**config.mk**
```make
export PLATFORM = sky130hd
export DESIGN_NAME = multi_channel_frame_source_flat
export DESIGN_NICKNAME = d
export VERILOG_FILES = /design/src/rtl/multi_channel_frame_source_if.sv /design/src/rtl/multi_channel_frame_source.sv /design/src/flat_wrapper.sv
export SDC_FILE = /design/constraint.sdc
export NUM_CORES = 1
export LEC_CHECK = 0
export CORE_MARGIN = 2
export CORE_UTILIZATION = 29
export DETAILED_ROUTE_END_ITERATION = 6
export SLEW_MARGIN = 0
export SYNTH_ARGS = -nofsm -noshare
export SYNTH_HDL_FRONTEND = slang
export SYNTH_SLANG_ARGS = --single-unit
```
**constraint.sdc**
```tcl
create_clock -name aclk -period 3.2 [get_ports aclk]
set_input_delay 0.32 -clock aclk [delete_from_list [all_inputs] [get_ports aclk]]
set_output_delay 0.32 -clock aclk [all_outputs]
set_load 0.1 [all_outputs]
```
**src/rtl/multi_channel_frame_source_if.sv**
```systemverilog
// AXI-Stream style bus carrying frame beats from multi_channel_frame_source.
// tuser carries the channel number of the frame in flight.
interface multi_channel_frame_source_if #(
  parameter int DATA_WIDTH = 8,
  parameter int USER_W     = 2
);
  logic [DATA_WIDTH-1:0] tdata;
  logic                  tvalid;
  logic                  tready;
  logic                  tlast;
  logic [USER_W-1:0]     tuser;

  modport master (output tdata, tvalid, tlast, tuser, input tready);
  modport slave  (input tdata, tvalid, tlast, tuser, output tready);
endinterface

```
**src/rtl/multi_channel_frame_source.sv**
```systemverilog
// Round-robin multi-channel AXI-Stream frame generator: header, counter/LFSR payload.
// Define FRAME_CRC_EN to append a CRC-8 trailer beat to every frame.
module multi_channel_frame_source #(
  parameter int DATA_WIDTH   = 8,
  parameter int PAYLOAD_LEN  = 8,
  parameter int NUM_CHANNELS = 4,
  parameter int GAP_CYCLES   = 4
) (
  input  logic                               aclk,
  input  logic                               areset,
  input  logic                               enable,
  input  logic                               mode,
  multi_channel_frame_source_if.master       m_axis,
  output logic [15:0]                        frames_sent
);

  localparam int CH_W   = (NUM_CHANNELS > 1) ? $clog2(NUM_CHANNELS) : 1;
  localparam int SEQ_W  = DATA_WIDTH - CH_W;
  localparam int BEAT_W = (PAYLOAD_LEN > 1) ? $clog2(PAYLOAD_LEN) : 1;
  localparam logic [BEAT_W-1:0] LAST_BEAT = BEAT_W'(PAYLOAD_LEN - 1);
  localparam logic [CH_W-1:0]   LAST_CH   = CH_W'(NUM_CHANNELS - 1);
  // The IDLE cycle itself is the final idle cycle, so GAP lasts one cycle less.
  localparam logic [15:0]       GAP_LAST  = 16'(GAP_CYCLES - 2);
`ifdef FRAME_CRC_EN
  localparam bit PAYLOAD_TLAST = 1'b0;
`else
  localparam bit PAYLOAD_TLAST = 1'b1;
`endif

  typedef enum logic [2:0] {
    S_IDLE,
    S_HEADER,
    S_PAYLOAD,
`ifdef FRAME_CRC_EN
    S_CRC,
`endif
    S_GAP
  } state_t;

  state_t                state_q, state_d;
  logic [CH_W-1:0]       ch_q, ch_d;
  logic                  mode_q, mode_d;
  logic [BEAT_W-1:0]     beat_q, beat_d;
  logic [15:0]           gap_q, gap_d;
  logic [15:0]           frames_q, frames_d;
  logic [SEQ_W-1:0]      seq_q [NUM_CHANNELS];
  logic [SEQ_W-1:0]      seq_d [NUM_CHANNELS];
  logic [DATA_WIDTH-1:0] cnt_q [NUM_CHANNELS];
  logic [DATA_WIDTH-1:0] cnt_d [NUM_CHANNELS];
  logic [15:0]           lfsr_q [NUM_CHANNELS];
  logic [15:0]           lfsr_d [NUM_CHANNELS];
  logic [DATA_WIDTH-1:0] tdata_q, tdata_d;
  logic                  tvalid_q, tvalid_d;
  logic                  tlast_q, tlast_d;
  logic [CH_W-1:0]       tuser_q, tuser_d;

  logic                  handshake;
  logic                  frame_done;
  logic [15:0]           lfsr_adv;
  logic [DATA_WIDTH-1:0] cnt_adv;
  logic [DATA_WIDTH-1:0] gen_now;
  logic [DATA_WIDTH-1:0] gen_after;
  logic [DATA_WIDTH-1:0] hdr;

  function automatic logic [15:0] lfsr_next(input logic [15:0] s);
    return {s[0] ^ s[2] ^ s[3] ^ s[5], s[15:1]};
  endfunction

`ifdef FRAME_CRC_EN
  logic [7:0] crc_q, crc_d;
  logic [7:0] crc_upd;

  function automatic logic [7:0] crc8_next(input logic [7:0] crc, input logic [7:0] data);
    logic [7:0] c;
    c = crc;
    for (int i = 7; i >= 0; i--) begin
      if (c[7] ^ data[i]) c = {c[6:0], 1'b0} ^ 8'h07;
      else                c = {c[6:0], 1'b0};
    end
    return c;
  endfunction

  assign crc_upd = crc8_next(crc_q, tdata_q[7:0]);
`endif

  assign handshake = tvalid_q && m_axis.tready;
  assign lfsr_adv  = lfsr_next(lfsr_q[ch_q]);
  assign cnt_adv   = cnt_q[ch_q] + 1'b1;
  assign gen_now   = mode_q ? lfsr_q[ch_q][DATA_WIDTH-1:0] : cnt_q[ch_q];
  assign gen_after = mode_q ? lfsr_adv[DATA_WIDTH-1:0] : cnt_adv;
  assign hdr       = {ch_q, seq_q[ch_q]};

  always_comb begin
    // NOTE: every _d gets a default before the case so no path leaves it unassigned (no latches).
    state_d    = state_q;
    ch_d       = ch_q;
    mode_d     = mode_q;
    beat_d     = beat_q;
    gap_d      = gap_q;
    frames_d   = frames_q;
    seq_d      = seq_q;
    cnt_d      = cnt_q;
    lfsr_d     = lfsr_q;
    tdata_d    = tdata_q;
    tvalid_d   = tvalid_q;
    tlast_d    = tlast_q;
    tuser_d    = tuser_q;
    frame_done = 1'b0;
`ifdef FRAME_CRC_EN
    crc_d      = crc_q;
`endif

    case (state_q)
      S_IDLE: begin
        if (enable) begin
          state_d  = S_HEADER;
          mode_d   = mode;
          tvalid_d = 1'b1;
          tdata_d  = hdr;
          tlast_d  = 1'b0;
          tuser_d  = ch_q;
        end
      end
      S_HEADER: begin
        if (handshake) begin
          state_d = S_PAYLOAD;
          beat_d  = '0;
          tdata_d = gen_now;
          tlast_d = PAYLOAD_TLAST && (LAST_BEAT == '0);
`ifdef FRAME_CRC_EN
          crc_d   = crc8_next(8'h00, tdata_q[7:0]);
`endif
        end
      end
      S_PAYLOAD: begin
        if (handshake) begin
          // Only the generator selected for this frame advances.
          if (mode_q) lfsr_d[ch_q] = lfsr_adv;
          else        cnt_d[ch_q]  = cnt_adv;
`ifdef FRAME_CRC_EN
          crc_d = crc_upd;
`endif
          if (beat_q == LAST_BEAT) begin
`ifdef FRAME_CRC_EN
            state_d = S_CRC;
            tdata_d = DATA_WIDTH'(crc_upd);
            tlast_d = 1'b1;
`else
            frame_done = 1'b1;
`endif
          end else begin
            beat_d  = beat_q + 1'b1;
            tdata_d = gen_after;
            tlast_d = PAYLOAD_TLAST && (BEAT_W'(beat_q + 1'b1) == LAST_BEAT);
          end
        end
      end
`ifdef FRAME_CRC_EN
      S_CRC: begin
        if (handshake) frame_done = 1'b1;
      end
`endif
      S_GAP: begin
        if (gap_q == GAP_LAST) state_d = S_IDLE;
        else                   gap_d   = gap_q + 1'b1;
      end
      default: state_d = S_IDLE;
    endcase

    if (frame_done) begin
      seq_d[ch_q] = seq_q[ch_q] + 1'b1;
      ch_d        = (ch_q == LAST_CH) ? '0 : ch_q + 1'b1;
      frames_d    = frames_q + 1'b1;
      tvalid_d    = 1'b0;
      tlast_d     = 1'b0;
      gap_d       = '0;
      state_d     = (GAP_CYCLES > 1) ? S_GAP : S_IDLE;
    end
  end

  always_ff @(posedge aclk) begin
    if (areset) begin
      state_q  <= S_IDLE;
      ch_q     <= '0;
      mode_q   <= 1'b0;
      beat_q   <= '0;
      gap_q    <= '0;
      frames_q <= '0;
      tdata_q  <= '0;
      tvalid_q <= 1'b0;
      tlast_q  <= 1'b0;
      tuser_q  <= '0;
      // NOTE: per-channel state is a small flop array, not RAM, so resetting it is cheap and required.
      for (int c = 0; c < NUM_CHANNELS; c++) begin
        seq_q[c]  <= '0;
        cnt_q[c]  <= '0;
        lfsr_q[c] <= 16'hACE1 ^ 16'(c);
      end
`ifdef FRAME_CRC_EN
      crc_q    <= '0;
`endif
    end else begin
      // NOTE: state updates use <= so every flop samples the pre-edge values of the others.
      state_q  <= state_d;
      ch_q     <= ch_d;
      mode_q   <= mode_d;
      beat_q   <= beat_d;
      gap_q    <= gap_d;
      frames_q <= frames_d;
      tdata_q  <= tdata_d;
      tvalid_q <= tvalid_d;
      tlast_q  <= tlast_d;
      tuser_q  <= tuser_d;
      seq_q    <= seq_d;
      cnt_q    <= cnt_d;
      lfsr_q   <= lfsr_d;
`ifdef FRAME_CRC_EN
      crc_q    <= crc_d;
`endif
    end
  end

  assign m_axis.tdata  = tdata_q;
  assign m_axis.tvalid = tvalid_q;
  assign m_axis.tlast  = tlast_q;
  assign m_axis.tuser  = tuser_q;
  assign frames_sent   = frames_q;

endmodule

```
**src/flat_wrapper.sv**
```systemverilog
// flat-port wrapper written by rule: the top's interface ports become plain ports
module multi_channel_frame_source_flat 
#(
  parameter int DATA_WIDTH   = 8,
  parameter int PAYLOAD_LEN  = 8,
  parameter int NUM_CHANNELS = 4,
  parameter int GAP_CYCLES   = 4
)
  (aclk, areset, enable, mode, frames_sent, m_axis_tdata, m_axis_tvalid, m_axis_tlast, m_axis_tuser, m_axis_tready);
  multi_channel_frame_source_if #(.DATA_WIDTH(DATA_WIDTH), .USER_W(2)) m_axis_i ();
  input  logic aclk;
  input  logic areset;
  input  logic enable;
  input  logic mode;
  output logic [15:0] frames_sent;
  output wire logic [$bits(m_axis_i.tdata)-1:0] m_axis_tdata;
  output wire logic [$bits(m_axis_i.tvalid)-1:0] m_axis_tvalid;
  output wire logic [$bits(m_axis_i.tlast)-1:0] m_axis_tlast;
  output wire logic [$bits(m_axis_i.tuser)-1:0] m_axis_tuser;
  input wire logic [$bits(m_axis_i.tready)-1:0] m_axis_tready;
  assign m_axis_tdata = m_axis_i.tdata;
  assign m_axis_tvalid = m_axis_i.tvalid;
  assign m_axis_tlast = m_axis_i.tlast;
  assign m_axis_tuser = m_axis_i.tuser;
  assign m_axis_i.tready = m_axis_tready;
  multi_channel_frame_source #(.DATA_WIDTH(DATA_WIDTH), .PAYLOAD_LEN(PAYLOAD_LEN), .NUM_CHANNELS(NUM_CHANNELS), .GAP_CYCLES(GAP_CYCLES)) u_core (.aclk(aclk), .areset(areset), .enable(enable), .mode(mode), .m_axis(m_axis_i), .frames_sent(frames_sent));
endmodule
```
==> flow_summary.json <==
{
  "top_cell_by_count_worst_path": "nor2_1",
  "postRouteAntennaNets": 0,
  "worstSkewPairLatency_ns": 0.43,
  "synth.ff_latch_count": 172,
  "max_slew.worst_pin.slew_ns": 0.990,
  "timing_worst_setup_path_type": "reg2reg",
  "post-route-min-period_ns": 2.67,
  "setup_repair_after_global_routing_missed_its_margin": "false",
  "port_buffers": 32,
  "timing.setup.tns_ns": 0,
  "clock_pin_slew_on_the_worst_setup_and_hold_paths_ns": 0.07,
  "synthFlopType": "dfxtp_1",
  "synthesis.nets": 893,
  "cts_tree": "built",
  "final.period_utilization": 0.835,
  "drt-total-wl_um": 18500,
  "initial_core_util": 0.293,
  "post_syn_area_per_cell_um2": 9.01,
  "die-height_um": 168,
  "cell_family_with_the_largest_share_of_critical_path_delay": "simple AND/OR/NAND/NOR gates",
  "gr-total-overflow": 0,
  "grt_pass1_wl_um": 30800,
  "path_cells": "inv_1 > ha_1 > nand2b_1 > nor2_1 > and2_1 > mux2i_1 > nor2_1",
  "area_growth_syn_to_layout_pct": 14.2,
  "synth.yosys.warnings": 0,
  "antenna-diode-count": 0,
  "pin_count_of_the_biggest_net_entering_global_routing": 76,
  "cts_hold_repair.buffers": 0,
  "crit_fanout": 16,
  "power_per_cell_area_mw_per_mm2": 597,
  "drt_first_iter_violations": 427,
  "total_leakage_power_nw": 3.03,
  "core_area_mm2": 0.0267,
  "critPathArrivalTime_ns": 2.96,
  "ys_seq_area_frac": 0.439,
  "cp-end-kind": "register",
  "outcome": "completed",
  "whs_ns": 0.351,
  "finalPower_mw": 5.35,
  "cp_num_buf_inv": 1,
  "grtUsageTotal": 0.134,
  "slowest_stage": "and2_1",
  "cts_buffer_depth": 2,
  "place_worst_setup_slack_ns": 0.578,
  "timing.max_cap.violations": 0,
  "synth_enable_flop_cells": 0,
  "slew_violations": 0,
  "via_count_of_the_first_global_routing_pass": 5837,
  "setup_slack_ns": 0.527,
  "vdd_drop_max_v": 0.000310,
  "die_area_mm2": 0.0284,
  "finalCoreUtilization": 0.335,
  "post_cts_resize_count": 0,
  "min-delay-path-class": "in2reg",
  "synthArstFlopShare": 0,
  "timing.critical_path.required_ns": 3.49,
  "row_count": 60,
  "post_cts.repair.setup_buffers": 0,
  "type_of_origin_of_the_critical_path": "register",
  "chipWidth_um": 168,
  "tritoncts.num_buffers": 17,
  "numClockSinks": 172,
  "drc": 0,
  "ios": 33,
  "finalSetupViolations": 0,
  "syn-instance-count": 871,
  "layout-drive-gt1-share": 0.106,
  "vias_per_cell": 5.01,
  "synthDistinctLibCells": 57,
  "regToRegStartpoint": "u_core.state_q[0]",
  "finalWeightedCongestion": 0.764,
  "routed_wire_length_per_instance_um": 15.0,
  "first_pass_iters": 6,
  "cts.root.buffer_cell": "clkbuf_16",
  "critPathLaunch": "u_core.state_q[0]",
  "antenna_violations_before_repair": 0,
  "holdCritStartpoint": "areset",
  "max_clock_freq_ghz": 0.374,
  "largest_stage_delay_on_the_critical_path_ns": 0.62,
  "htree_levels": 4,
  "slew-limit-headroom": 0.338,
  "timing.final.hold_violations": 0,
  "layout.nets": 898,
  "vias_after_detailed_routing": 6157,
  "syn-cell-area_mm2": 0.00784,
  "finalClockSkew_ns": 0.00629,
  "detailed_place_hpwl_um": 12000
}
==> stage by stage <==
stage	area (um2)	instances
global placement	8400	1198
global route	8960	1230
detailed placement	8400	1198
floorplan	7840	871
CTS	8960	1230
finish	8960	1230
==> power breakdown <==
part / internal (mW) / leakage [nW] / total [mW] / switching (mW)
Sequential: 2.21 / 1.39 / 2.29 / 0.0748
Combinational: 0.326 / 1.37 / 1.13 / 0.800
Clock: 1.06 / 0.270 / 1.94 / 0.875
Total: 3.60 / 3.03 / 5.35 / 1.75
==> final timing paths <==
kind | endpoint | cells past startpoint | slack [ns]
max | u_core.cnt_q[1] | 7 | 0.53
min | u_core.beat_q[2] | 2 | 0.35
max reg2reg | u_core.cnt_q[1] | 7 | 0.53
min reg2reg | u_core.lfsr_q[4] | 2 | 0.45
==> cells by family (layout without fill, tap and decap cells) <==
| family | after synthesis | count (layout) | synth area share |
|---|---|---|---|
| flops | 172 | 172 | 0.439 |
| buf+inv | 74 | 92 | 0.0437 |
| xor+xnor | 37 | 37 | 0.0413 |
| mux | 49 | 49 | 0.112 |
| fa+ha+maj | 17 | 17 | 0.0271 |
| compound gates | 148 | 148 | 0.128 |
| simple gates | 374 | 374 | 0.209 |
==> flip-flops by register name (all words and copies together) (netlist names) <==
name                  cells
u_core.beat_q             3
u_core.ch_q               2
u_core.cnt_q             32
u_core.frames_sent       16
u_core.gap_q             16
u_core.lfsr_q            64
u_core.m_axis.tdata       8
u_core.m_axis.tlast       1
u_core.m_axis.tuser       2
u_core.m_axis.tvalid      1
u_core.mode_q             1
u_core.seq_q             24
u_core.state_q            2
==> cells in the mapped netlist (all sizes together) (3+ instances only) <==
cell / n / area, um2
a211oi: 50 / 395
a21oi: 52 / 260
a221oi: 5 / 50.0
a22oi: 3 / 22.5
and2: 13 / 83.8
and3: 5 / 31.3
buf: 24 / 155
clkbuf: 35 / 131
dfxtp: 172 / 3440
ha: 17 / 213
inv: 15 / 56.3
mux2i: 17 / 170
mux4: 30 / 683
nand2: 158 / 601
nand3: 48 / 240
nand4: 11 / 68.8
nor2: 103 / 387
nor3: 16 / 85.1
nor4: 4 / 25.0
o211ai: 6 / 45.0
o21ai: 15 / 75.1
o41ai: 3 / 33.8
or3: 8 / 55.1
xnor2: 22 / 193
xor2: 15 / 131
==> routing by layer <==
metal	vias to the layer above	routed length [um]	GRT usage
met4	0	148	0.0352
met5	-	0	0
met2	135	8480	0.214
met1	2944	8940	0.184
li1	3062	-	-
met3	16	919	0.0302
==> cell usage in the layout (no fill, tap or decap), types with 5 or more instances in the layout <==
master and instances:
a211oi_1 46, a21oi_1 52, and2_1 12, and3_1 5
buf_4 17, clkbuf_16 17, clkdlybuf4s50_1 27, clkinv_4 5
dfxtp_1 170, ha_1 17, inv_1 14, mux2i_1 17
mux4_2 28, nand2_1 157, nand3_1 48, nand4_1 11
nor2_1 103, nor3_1 15, o211ai_1 6, o21ai_0 15
or3_1 7, xnor2_1 22, xor2_1 15
==> layout make-up <==
| type | count | area, um2 |
|---|---|---|
| clock buffers | 21 | 470 |
| clock inverters | 11 | 86.3 |
| fillers | 2740 | 17800 |
| inverters | 15 | 56.3 |
| multi-input cells | 625 | 4060 |
| flip-flops and latches | 172 | 3450 |
| well taps | 341 | 427 |
| repair buffers | 45 | 418 |
Note: power is estimated with default switching activity, not from simulation.
